<file path="src/rtl/router_pkg.sv">
// Shared definitions for the parametrised layer router: frame markers,
// BX field location, FSM state type and frame-marker decode helpers.
package router_pkg;

    localparam logic [2:0]  HDR_TAG = 3'b111;
    localparam logic [24:0] HDR_LOW = 25'h1ffffff;
    localparam logic [24:0] TRL_LOW = 25'h0000000;

    // BX number carried in the trailer word
    localparam int BX_HI = 32;
    localparam int BX_LO = 25;

    typedef enum logic [1:0] {
        HEAD  = 2'd0,
        CNTS  = 2'd1,
        STUBS = 2'd2,
        TRAIL = 2'd3
    } state_e;

    // Header: tag bits all ones and low field all ones
    function automatic logic is_header(input logic [2:0] tag, input logic [24:0] low);
        return (tag == HDR_TAG) && (low == HDR_LOW);
    endfunction

    // Trailer: tag bits all ones and low field all zeros
    function automatic logic is_trailer(input logic [2:0] tag, input logic [24:0] low);
        return (tag == HDR_TAG) && (low == TRL_LOW);
    endfunction

endpackage

</file>
<file path="src/rtl/stub_layer_select.sv">
// Maps a stub index onto the first layer whose cumulative-count window
// [cnt[i-1], cnt[i]) contains it, and flags non-monotonic count vectors.
// Field 0 sits at the MSB end of the packed count vector.
module stub_layer_select #(
    parameter int NLAYER = 6,
    parameter int CNT_W  = 6
) (
    input  logic [CNT_W:0]          k,
    input  logic [NLAYER*CNT_W-1:0] cnt,
    output logic [NLAYER-1:0]       layer_hot,
    output logic                    err_mono
);

    logic [CNT_W:0] prev_s;
    logic [CNT_W:0] hi_s;
    logic           found_s;

    // Walk the layers in order; the first window holding k wins, so
    // overlapping windows from bad counts still give a one-hot result.
    always_comb begin
        layer_hot = {NLAYER{1'b0}};
        err_mono  = 1'b0;
        found_s   = 1'b0;
        prev_s    = {(CNT_W+1){1'b0}};
        hi_s      = {(CNT_W+1){1'b0}};
        for (int i = 0; i < NLAYER; i++) begin
            hi_s = {1'b0, cnt[(NLAYER-i)*CNT_W-1 -: CNT_W]};
            if (hi_s < prev_s) begin
                err_mono = 1'b1;
            end else begin
                err_mono = err_mono;
            end
            if (!found_s && (prev_s <= k) && (k < hi_s)) begin
                layer_hot[i] = 1'b1;
                found_s      = 1'b1;
            end else begin
                layer_hot[i] = 1'b0;
            end
            prev_s = hi_s;
        end
    end

endmodule

</file>
<file path="src/rtl/param_layer_router.sv">
// Parametrised stub router: reads one event frame per matching BX slot
// (header, cumulative-count word, stubs, trailer) from the input memory
// and writes each stub to its layer memory through a one-hot write enable.
module param_layer_router
    import router_pkg::*;
#(
    parameter int STUB_W = 36,
    parameter int NLAYER = 6,
    parameter int CNT_W  = 6,
    parameter int N_HOLD = 2
) (
    input  logic                    clk,
    input  logic                    reset,
    input  logic                    en_proc,
    input  logic                    start,
    output logic                    done,
    output logic                    read_en,
    input  logic [STUB_W-1:0]       stub_in,
    output logic [NLAYER-1:0]       wr_en,
    output logic [STUB_W-1:0]       stub_out,
    output logic [NLAYER*CNT_W-1:0] stub_cnt_out,
    output logic                    err_frame,
    output logic                    err_count
);

    localparam int CW = NLAYER * CNT_W;
    localparam logic [CNT_W:0] K_ZERO = {(CNT_W+1){1'b0}};
    localparam logic [CNT_W:0] K_ONE  = {{CNT_W{1'b0}}, 1'b1};

    state_e              state_r, state_nx_s;
    logic                active_r;
    logic [2:0]          bx_pipe_r;
    logic [7:0]          bx_read_r, bx_read_nx_s;
    logic [CNT_W:0]      k_r, k_nx_s;
    logic                read_d_r;
    logic                word_v_r;
    logic [STUB_W-1:0]   word_q_r;
    logic [NLAYER-1:0]   wr_en_r, wr_en_nx_s;
    logic [STUB_W-1:0]   stub_out_r, stub_out_nx_s;
    logic [CW-1:0]       cnt_r, cnt_nx_s;
    logic                err_frame_r, err_frame_nx_s;
    logic                err_count_r, err_count_nx_s;
    logic                trail_hit_s;
    logic [N_HOLD:0]     start_sr_r;
    logic                done_r;

    logic [CW-1:0]       word_cnt_s;
    logic [CW-1:0]       sel_cnt_s;
    logic [NLAYER-1:0]   layer_hot_s;
    logic                mono_err_s;
    logic [CNT_W:0]      total_word_s;
    logic [CNT_W:0]      total_lat_s;
    logic                is_hdr_s;
    logic                is_trl_s;

    // Only the slot whose BX matches the last trailer's successor is read
    assign read_en = active_r && (bx_read_r[2:0] == bx_pipe_r);

    assign word_cnt_s   = word_q_r[STUB_W-1 -: CW];
    assign total_word_s = {1'b0, word_cnt_s[CNT_W-1:0]};
    assign total_lat_s  = {1'b0, cnt_r[CNT_W-1:0]};
    assign is_hdr_s     = is_header(word_q_r[STUB_W-1 -: 3], word_q_r[24:0]);
    assign is_trl_s     = is_trailer(word_q_r[STUB_W-1 -: 3], word_q_r[24:0]);

    // While the count word is being parsed, check it directly; afterwards
    // route with the latched copy.
    assign sel_cnt_s = (state_r == CNTS) ? word_cnt_s : cnt_r;

    stub_layer_select #(
        .NLAYER (NLAYER),
        .CNT_W  (CNT_W)
    ) u_sel (
        .k         (k_r),
        .cnt       (sel_cnt_s),
        .layer_hot (layer_hot_s),
        .err_mono  (mono_err_s)
    );

    // Next-state and next-output decode, advancing only on captured words
    always_comb begin
        state_nx_s     = state_r;
        k_nx_s         = k_r;
        wr_en_nx_s     = {NLAYER{1'b0}};
        stub_out_nx_s  = stub_out_r;
        cnt_nx_s       = cnt_r;
        bx_read_nx_s   = bx_read_r;
        err_frame_nx_s = 1'b0;
        err_count_nx_s = 1'b0;
        trail_hit_s    = 1'b0;
        if (word_v_r) begin
            case (state_r)
                HEAD: begin
                    if (is_hdr_s) begin
                        state_nx_s = CNTS;
                    end else begin
                        state_nx_s = HEAD;
                    end
                end
                CNTS: begin
                    cnt_nx_s       = word_cnt_s;
                    err_count_nx_s = mono_err_s;
                    k_nx_s         = K_ZERO;
                    if (total_word_s == K_ZERO) begin
                        state_nx_s = TRAIL;
                    end else begin
                        state_nx_s = STUBS;
                    end
                end
                STUBS: begin
                    if (layer_hot_s != {NLAYER{1'b0}}) begin
                        wr_en_nx_s    = layer_hot_s;
                        stub_out_nx_s = word_q_r;
                    end else begin
                        wr_en_nx_s    = {NLAYER{1'b0}};
                    end
                    if ((k_r + K_ONE) == total_lat_s) begin
                        k_nx_s     = K_ZERO;
                        state_nx_s = TRAIL;
                    end else begin
                        k_nx_s     = k_r + K_ONE;
                        state_nx_s = STUBS;
                    end
                end
                TRAIL: begin
                    trail_hit_s = 1'b1;
                    state_nx_s  = HEAD;
                    if (is_trl_s) begin
                        bx_read_nx_s = word_q_r[BX_HI:BX_LO] + 8'd1;
                    end else begin
                        err_frame_nx_s = 1'b1;
                    end
                end
                default: begin
                    state_nx_s = HEAD;
                end
            endcase
        end else begin
            state_nx_s = state_r;
        end
    end

    // Input pipeline: delay the read strobe, then capture the memory word
    always_ff @(posedge clk or posedge reset) begin
        if (reset) begin
            read_d_r <= 1'b0;
            word_v_r <= 1'b0;
            word_q_r <= {STUB_W{1'b0}};
        end else if (!en_proc) begin
            read_d_r <= 1'b0;
            word_v_r <= 1'b0;
        end else begin
            read_d_r <= read_en;
            word_v_r <= read_d_r;
            if (read_d_r) begin
                word_q_r <= stub_in;
            end
        end
    end

    // Event-slot bookkeeping: slot counter and frame-in-progress flag
    always_ff @(posedge clk or posedge reset) begin
        if (reset) begin
            bx_pipe_r <= 3'd7;
            active_r  <= 1'b0;
        end else if (!en_proc) begin
            bx_pipe_r <= 3'd7;
            active_r  <= 1'b0;
        end else begin
            if (start) begin
                bx_pipe_r <= bx_pipe_r + 3'd1;
            end
            // a new slot outranks the trailer that closes the old one
            if (start) begin
                active_r <= 1'b1;
            end else if (trail_hit_s) begin
                active_r <= 1'b0;
            end
        end
    end

    // Parser state register and stub index
    always_ff @(posedge clk or posedge reset) begin
        if (reset) begin
            state_r <= HEAD;
            k_r     <= K_ZERO;
        end else if (!en_proc) begin
            state_r <= HEAD;
            k_r     <= K_ZERO;
        end else begin
            state_r <= state_nx_s;
            k_r     <= k_nx_s;
        end
    end

    // Registered outputs; a flush drops pending writes but keeps BX and counts
    always_ff @(posedge clk or posedge reset) begin
        if (reset) begin
            wr_en_r     <= {NLAYER{1'b0}};
            stub_out_r  <= {STUB_W{1'b0}};
            cnt_r       <= {CW{1'b0}};
            bx_read_r   <= 8'd0;
            err_frame_r <= 1'b0;
            err_count_r <= 1'b0;
        end else if (!en_proc) begin
            wr_en_r     <= {NLAYER{1'b0}};
            err_frame_r <= 1'b0;
            err_count_r <= 1'b0;
        end else begin
            wr_en_r     <= wr_en_nx_s;
            stub_out_r  <= stub_out_nx_s;
            cnt_r       <= cnt_nx_s;
            bx_read_r   <= bx_read_nx_s;
            err_frame_r <= err_frame_nx_s;
            err_count_r <= err_count_nx_s;
        end
    end

    // done is start delayed through the hold line plus one output stage
    always_ff @(posedge clk or posedge reset) begin
        if (reset) begin
            start_sr_r <= {(N_HOLD+1){1'b0}};
            done_r     <= 1'b0;
        end else begin
            start_sr_r <= (N_HOLD+1)'({start_sr_r, start});
            done_r     <= start_sr_r[N_HOLD];
        end
    end

    assign wr_en        = wr_en_r;
    assign stub_out     = stub_out_r;
    assign stub_cnt_out = cnt_r;
    assign err_frame    = err_frame_r;
    assign err_count    = err_count_r;
    assign done         = done_r;

endmodule
</file>
<file path="config.mk">
export PLATFORM = sky130hd
export DESIGN_NAME = param_layer_router
export DESIGN_NICKNAME = d
export VERILOG_FILES = /design/src/rtl/router_pkg.sv /design/src/rtl/stub_layer_select.sv /design/src/rtl/param_layer_router.sv
export SDC_FILE = /design/constraint.sdc
export NUM_CORES = 1
export LEC_CHECK = 0
export BUFFER_PORTS_ARGS = -buffer_cell sky130_fd_sc_hd__buf_4
export CORE_UTILIZATION = 62
export DETAILED_ROUTE_END_ITERATION = 6
export PLACE_DENSITY = 0.86
export SYNTH_ARGS = -nofsm -noshare
export SYNTH_HDL_FRONTEND = slang
export SYNTH_SLANG_ARGS = --single-unit
</file>
<file path="constraint.sdc">
create_clock -name clk -period 7.7 [get_ports clk]
set_input_delay 0.77 -clock clk [delete_from_list [all_inputs] [get_ports clk]]
set_output_delay 0.77 -clock clk [all_outputs]
set_load 0.02 [all_outputs]
</file>
==> key figures, run 1 <==
Power
  • PwrDens: 190 nW/um^2
  • Power Total: 1.75 mW
  • Max IR drop VDD: 0.210 mV
  • Leakage: 4.72 nW

Finish
  • Register area: 3460 sq um
  • Nets: 868
  • Antenna cell count: 0
  • Share of cells above drive strength 1: 35.3%
  • Multi-input logic area: 3880 sq um
  • Filler Cells Inserted: 748
  • P&R area growth vs syn: 21.7%
  • Non-Filler Instances: 924
  • Final Instance Area: 9250 sq um

Critical path
  • Slowest-stage cell, CP: ha_2
  • CP cell instances: inv_1 -> ha_2 -> buf_4 -> mux2i_1 -> ha_1 -> a21o_1 -> a211o_1 -> a211oi_1 -> nor3_2 -> a31oi_4 -> buf_4 -> mux2_4
  • Bufs and invs on worst path: 3
  • Critical path endpoint category: flop
  • Worst path top cell family by delay: compound AO/OA/AOI/OAI gates
  • Crit path kind: flop to flop
  • Top cell by count, worst path: buf_4
  • Crit path arrival time: 5.13 ns
  • Critical Path Max Stage Delay: 0.65 ns
  • Type of origin of the critical path: flop
  • Worst EP required: 8.00 ns
  • Worst-path maximum fanout: 30

Clock tree
  • CTS root buf: clkbuf_16
  • Post-CTS sizing: 0
  • Hold-fix buffers, CTS: 0
  • CTS tree: done
  • CTS Buf Count: 17
  • Clock Sink Count: 138
  • Clk_lat worst skew: 0.42 ns
  • CTS clk-pin slew, worst paths: 0.06 ns
  • CTS max path bufs: 2
  • H-tree Lvls: 4
  • Post-CTS Setup Repair Bufs: 0

Yosys
  • Synth Area in Adders: 10.4%
  • Synth cell count leaders: dfrtp_1, mux2_2, ha_1
  • Largest family of logic cells by synthesized area: multiplexers
  • Area contributors post-synth: dfrtp_1, mux2_2, ha_1
  • Proportion of synthesized area in mux cells: 21.4%
  • Top cell type's share of synthesized area: 44.4%
  • Simple-gate share of the synthesized area: 8.86%
  • Asr flop ratio synth: 100%
  • Post-synthesis register bit count: 138
  • Net Count, Synth: 744
  • Most frequent cell after synthesis: dfrtp_1
  • Post-synth EDFFs: 0
  • Synth Instances: 641
  • Yosys top cell by area: dfrtp_1
  • Post-synthesis compound-gate area fraction: 8.61%
  • Ys flop type: dfrtp_1
  • Seq/Total Area, Yosys: 45.5%
  • Synth Area in XOR/XNOR: 1.84%
  • Synth unique cells: 55
  • Post-Syn Area: 7600 sq um
  • Yosys warns: 0
  • Syn avg cell area: 11.9 sq um

Drt
  • Total Wirelength: 18.9 mm
  • Post-DRT Antenna Nets: 0
  • Drt pass-1 iters: 5
  • Drt drc: 0
  • WL/cell: 20.4 um
  • Vias/cell: 6.21
  • Vias after detailed routing: 5736
  • Initial DRC count: 398

GRT
  • GRT Total Usage: 31.6%
  • Largest net degree at the start of global routing: 77
  • Vias in the first global route: 6036
  • Initial antenna violation count: 0
  • GRT overflow: 0
  • First-pass GRT wire length: 30.6 mm

Placed design
  • Routability cong.: 0.921
  • Placed Area: 8630 sq um
  • Placed Cells: 893
  • HPWL Detailed: 13.1 mm
  • IO buf count: 121

Die
  • Ports: 122
  • Die H: 113 um
  • Die width: 113 um
  • Initial core utilization: 63.5%
  • Number of core rows: 40
  • Die ar.: 12700 sq um
  • Core box area: 12000 sq um

STA
  • Post-route clock period utilization: 62.7%
  • Fin. max-slew vios: 0
  • Setup violators final: 0
  • Worst Skew: 0.00699 ns
  • Final min period: 4.83 ns
  • Final hold vios: 0
  • Rel. slew slack: 35.2%
  • Setup TNS: 0 ns
  • RSZ-0062 raised after global routing: no
  • Max frequency: 207 MHz
  • Actual slew at the worst max-slew pin: 0.972 ns

Run status
  • Status: finished, final reports clean

Worst hold path
  • Hold Path Class: flop to flop

Run
  • Max cap viols: 0
placed cells by master (no fill, tap or decap), types with 6 or more instances in the layout:
cell       instances
buf_4            126
nor3_1            11
nor2_1            22
inv_1             39
a211oi_1           6
ha_1              62
clkbuf_16         17
nand2_1           32
xor2_1             7
dfrtp_1          135
mux2_4            30
nand3b_1           6
a21o_1             6
nor2b_1            6
o21ai_0           24
mux2i_1           32
nand4_1            7
nand3_1           13
a21oi_1           24
xnor2_1            9
mux2_2            74
nor4_1            13
routing by layer:
layer / global-route usage [%] / vias up / routed length, um
met5: 0 / - / 0
met4: 15.0 / 0 / 590
li1: - / 2586 / -
met1: 38.8 / 2857 / 7750
met3: 6.91 / 50 / 1070
met2: 53.2 / 243 / 9460
cell type report:
class	count	share of cell area, %
Inverter	40	1.68
Tap cell	147	1.99
Sequential cell	138	37.4
Clock buffer	17	4.60
Clock inverter	14	2.11
Timing Repair Buffer	126	10.2
Multi-Input combinational cell	442	42.0
through the flow:
stage	setup WS, ns	utilization [%]	hold WS [ns]
after floorplan	3.24	-	0.331
after global placement	3.25	72.1	0.337
after detailed placement	3.03	72.1	0.335
after CTS	2.94	77.3	0.347
after global routing	2.64	77.3	0.352
final	2.87	77.3	0.347
state kept, by name (all words and copies together), names as in the netlist:
name / cells
err_count: 1
start_sr_r: 3
read_d_r: 1
state_r: 2
bx_pipe_r: 3
k_r: 7
wr_en: 6
done: 1
active_r: 1
word_v_r: 1
stub_out: 36
err_frame: 1
bx_read_r: 3
stub_cnt_out: 36
word_cnt_s: 36
worst register-to-register path, delay by kind of cell, from the launching register on:
kind / cells / cell delay, ns
flops: 1 / 0.41
mux: 2 / 0.83
simple gates: 1 / 0.12
fa+ha+maj: 2 / 0.99
compound gates: 4 / 1.19
buf+inv: 3 / 1.17
logic make-up after synthesis:
logic type	after synthesis
XOR/XNOR	16
multiplexers	137
AND/OR/NAND/NOR	130
buffers and inverters	61
AO/OA/AOI/OAI	96
adder cells (fa/ha/maj)	63
flip-flops	138
path summary, 6_finish.rpt:
kind                               endpoint  slack [ns]  cells past startpoint     startpoint
min reg2reg                   start_sr_r[2]        0.35                      0  start_sr_r[1]
max                            stub_out[10]        2.87                     12     state_r[1]
max reg2reg                    stub_out[10]        2.87                     12     state_r[1]
max in group asynchronous    word_cnt_s[35]        5.90                      3          reset
min                           start_sr_r[2]        0.35                      0  start_sr_r[1]
min in group asynchronous  stub_cnt_out[31]        0.41                      2          reset
power breakdown:
part	switching [mW]	internal [mW]	leakage (nW)
registers	0.0425	0.751	1.88
clock network	0.314	0.542	0.304
logic	0.0539	0.0512	2.53
(Power assumes the default switching activity.)
==> run 2: changes to the inputs <==
Settings changed: ABC_AREA set to 1, CORE_UTILIZATION 62 to 52, PLACE_DENSITY 0.86 to 0.77.
Clock period 7.7 ns to 4.36 ns, I/O delays scaled along.
==> key figures, run 2 <==
Clock tree
  • CTS Buf Count: 17 (unchanged)
  • H-tree Lvls: 4 (unchanged)
  • CTS tree: done
  • CTS clk-pin slew, worst paths: 0.06 ns (about the same)
  • Clock Sink Count: 138 (unchanged)
  • Post-CTS sizing: 0 (unchanged)
  • Post-CTS Setup Repair Bufs: 0 (unchanged)
  • CTS max path bufs: 2 (unchanged)
  • Clk_lat worst skew: 0.43 ns (about the same)
  • CTS root buf: clkbuf_16
  • Hold-fix buffers, CTS: 0 (unchanged)

Yosys
  • Seq/Total Area, Yosys: 44.4% (-1.1 points)
  • Synth cell count leaders: nand2_1, dfrtp_1, o21ai_0
  • Asr flop ratio synth: 100% (unchanged)
  • Top cell type's share of synthesized area: 43.4% (-1.1 points)
  • Yosys top cell by area: dfrtp_1
  • Synth unique cells: 49 (-11%)
  • Yosys warns: 0 (unchanged)
  • Net Count, Synth: 1027 (+38%)
  • Post-Syn Area: 7780 sq um (+2.4%)
  • Area contributors post-synth: dfrtp_1, nand2_1, ha_1
  • Most frequent cell after synthesis: nand2_1
  • Ys flop type: dfrtp_1
  • Post-synthesis register bit count: 138 (unchanged)
  • Syn avg cell area: 8.43 sq um (-29%)
  • Synth Instances: 924 (+44%)
  • Post-synth EDFFs: 0 (unchanged)

Drt
  • Met2 routed WL: 9.84 mm (+3.9%)
  • Metal3 WL: 1.61 mm (+50%)
  • Top sig layer: met4
  • Vias after detailed routing: 6925 (+21%)
  • Vias/cell: 5.62 (-9.5%)
  • M1 wire length: 9.25 mm (+19%)
  • Drt drc: 0 (unchanged)
  • Initial DRC count: 533 (+34%)
  • Total Wirelength: 21.3 mm (+13%)
  • Post-DRT Antenna Nets: 0 (unchanged)
  • WL/cell: 17.3 um (-15%)
  • Drt pass-1 iters: 5 (unchanged)

Critical path
  • Slowest-stage cell, CP: ha_2
  • Bufs and invs on worst path: 3 (unchanged)
  • Critical Path Max Stage Delay: 0.58 ns (-0.07 ns)
  • Critical path endpoint category: flop
  • Worst EP required: 4.67 ns (-3.33 ns)
  • CP cell instances: inv_1 -> ha_2 -> buf_4 -> nand2_1 -> o21ai_0 -> ha_1 -> a21oi_1 -> o21ai_0 -> a21oi_1 -> a21o_1 -> inv_1 -> nand3_1 -> nand3_4 -> nand2_1 -> nor2_1
  • Type of origin of the critical path: flop
  • Worst-path maximum fanout: 40 (+33%)
  • Crit path arrival time: 4.08 ns (-1.05 ns)
  • Worst path top cell family by delay: simple AND/OR/NAND/NOR gates
  • Crit path kind: flop to flop

GRT
  • Initial antenna violation count: 0 (unchanged)
  • Largest net degree at the start of global routing: 107 (+39%)
  • GRT overflow: 0 (unchanged)
  • Vias in the first global route: 6484 (+7.4%)
  • GRT Total Usage: 28.7% (-2.9 points)
  • First-pass GRT wire length: 34.5 mm (+13%)

Worst hold path
  • Hold Path Class: primary input to flop

Die
  • Die ar.: 15500 sq um (+22%)
  • Die H: 124 um (+10%)
  • Core box area: 14600 sq um (+22%)
  • Die width: 124 um (+10%)
  • Number of core rows: 44 (+10%)
  • Initial core utilization: 53.4% (-10 points)
  • Ports: 122 (unchanged)

Finish
  • Most frequent cells in the layout: nand2_1, dfrtp_1, buf_4
  • Nets: 1139 (+31%)
  • Antenna cell count: 0 (unchanged)
  • Filler Cells Inserted: 1187 (+59%)
  • Most common cell after layout, fill and taps aside: nand2_1
  • Share of cells above drive strength 1: 20.1% (-15 points)
  • P&R area growth vs syn: 21.3%

Run
  • Max cap viols: 0 (unchanged)

STA
  • PnR worst setup slack: 0.598 ns (-2.28 ns)
  • Final min period: 3.76 ns (-1.06 ns)
  • Post-route clock period utilization: 86.3% (+24 points)
  • Setup violators final: 0 (unchanged)
  • Rel. slew slack: 30.7% (-4.5 points)
  • Actual slew at the worst max-slew pin: 1.04 ns (+0.0670 ns)
  • Final hold vios: 0 (unchanged)
  • Max frequency: 266 MHz (+28%)
  • Worst Skew: 0.0118 ns (+0.00485 ns)
  • RSZ-0062 raised after global routing: no
  • Fin. max-slew vios: 0 (unchanged)
  • Setup TNS: 0 ns (unchanged)

Placed design
  • IO buf count: 121 (unchanged)
  • Routability cong.: 0.871 (-5.5%)
  • HPWL Detailed: 15.1 mm (+15%)
  • Pre-CTS setup slack: 0.670 ns (-2.36 ns)

Power
  • Power Total: 3.16 mW (+80%)
  • Max IR drop VDD: 0.268 mV (+28%)
  • Leakage: 5.00 nW (+6.0%)
  • PwrDens: 334 nW/um^2 (+76%)

Run status
  • Status: finished, final reports clean
[run 2: changes by cell type in the layout (fill, tap and decap cells not counted), sizes merged, moves of 6 or more]
cell and change:
nand2 +200, mux2 -104, inv +59, mux2i -33, nor2 +18, a211oi -7, nor2b -6, nand4 +8
o21ai +101, nand3 +83
[run 2: path summary, 6_finish.rpt]
path | startpoint | endpoint | slack (ns) | cells after the start
hold reg to reg | start_sr_r[2] | done | 0.35 | 0
setup reg to reg | state_r[1] | wr_en[0] | 0.60 | 15
setup / recovery | state_r[1] | wr_en[0] | 0.60 | 15
max in group asynchronous | reset | stub_cnt_out[13] | 3.15 | 3
hold / removal | start | start_sr_r[0] | 0.17 | 1
min in group asynchronous | reset | stub_out[8] | 0.19 | 2
[run 2: layout make-up]
type | count | area [sq um] | share of cell area [%]
inverter | 99 | 387 | 4.09
multi-input combinational | 651 | 3760 | 39.8
clock inverter | 12 | 188 | 1.99
timing repair buffer | 129 | 968 | 10.3
tap | 184 | 230 | 2.44
sequential | 138 | 3460 | 36.6
clock buffer | 20 | 457 | 4.84
[run 2: where the power goes]
| group | switching [mW] | total, mW | internal [mW] | leakage, nW |
|---|---|---|---|---|
| logic | 0.124 | 0.189 | 0.0648 | 2.91 |
| registers | 0.0530 | 1.39 | 1.33 | 1.78 |
| clock network | 0.584 | 1.58 | 0.997 | 0.313 |
[run 2: kinds of logic (layout without fill, tap and decap cells)]
logic type / after synthesis / count (layout) / synth area share, %
AOI/OAI and AO/OA: 169 / 169 / 11.8
xor gates and xnor gates: 11 / 11 / 1.24
adders and majority gates: 63 / 63 / 10.1
buffers and inverters: 135 / 260 / 7.47
DFF: 138 / 138 / 44.4
and+or+nand+nor: 408 / 408 / 24.9
[run 2: worst register-to-register path, cell delays in order, from the launching register on]
cell,delay [ns]
dfrtp_1,0.40
inv_1,0.10
ha_2,0.58
buf_4,0.45
nand2_1,0.12
o21ai_0,0.17
ha_1,0.32
a21oi_1,0.13
o21ai_0,0.09
a21oi_1,0.19
a21o_1,0.13
inv_1,0.05
nand3_1,0.13
nand3_4,0.44
nand2_1,0.29
nor2_1,0.06
[run 2: stage by stage]
stage	hold slack, ns	utilization, %	std cells	instance area (sq um)
6_report	0.174	64.7	1233	9440
5_1_grt	0.164	64.7	1233	9440
4_1_cts	0.158	64.7	1233	9440
3_5_place_dp	0.336	60.3	1201	8800
3_3_place_gp	0.331	60.3	1201	8800
2_1_floorplan	0.331	-	924	7780
[run 2: metal layers]
layer / track usage (%) / vias up
met5: 0 / -
met4: 11.3 / 0
met3: 5.07 / 46
met2: 44.3 / 338
met1: 40.0 / 3241
li1: - / 3300
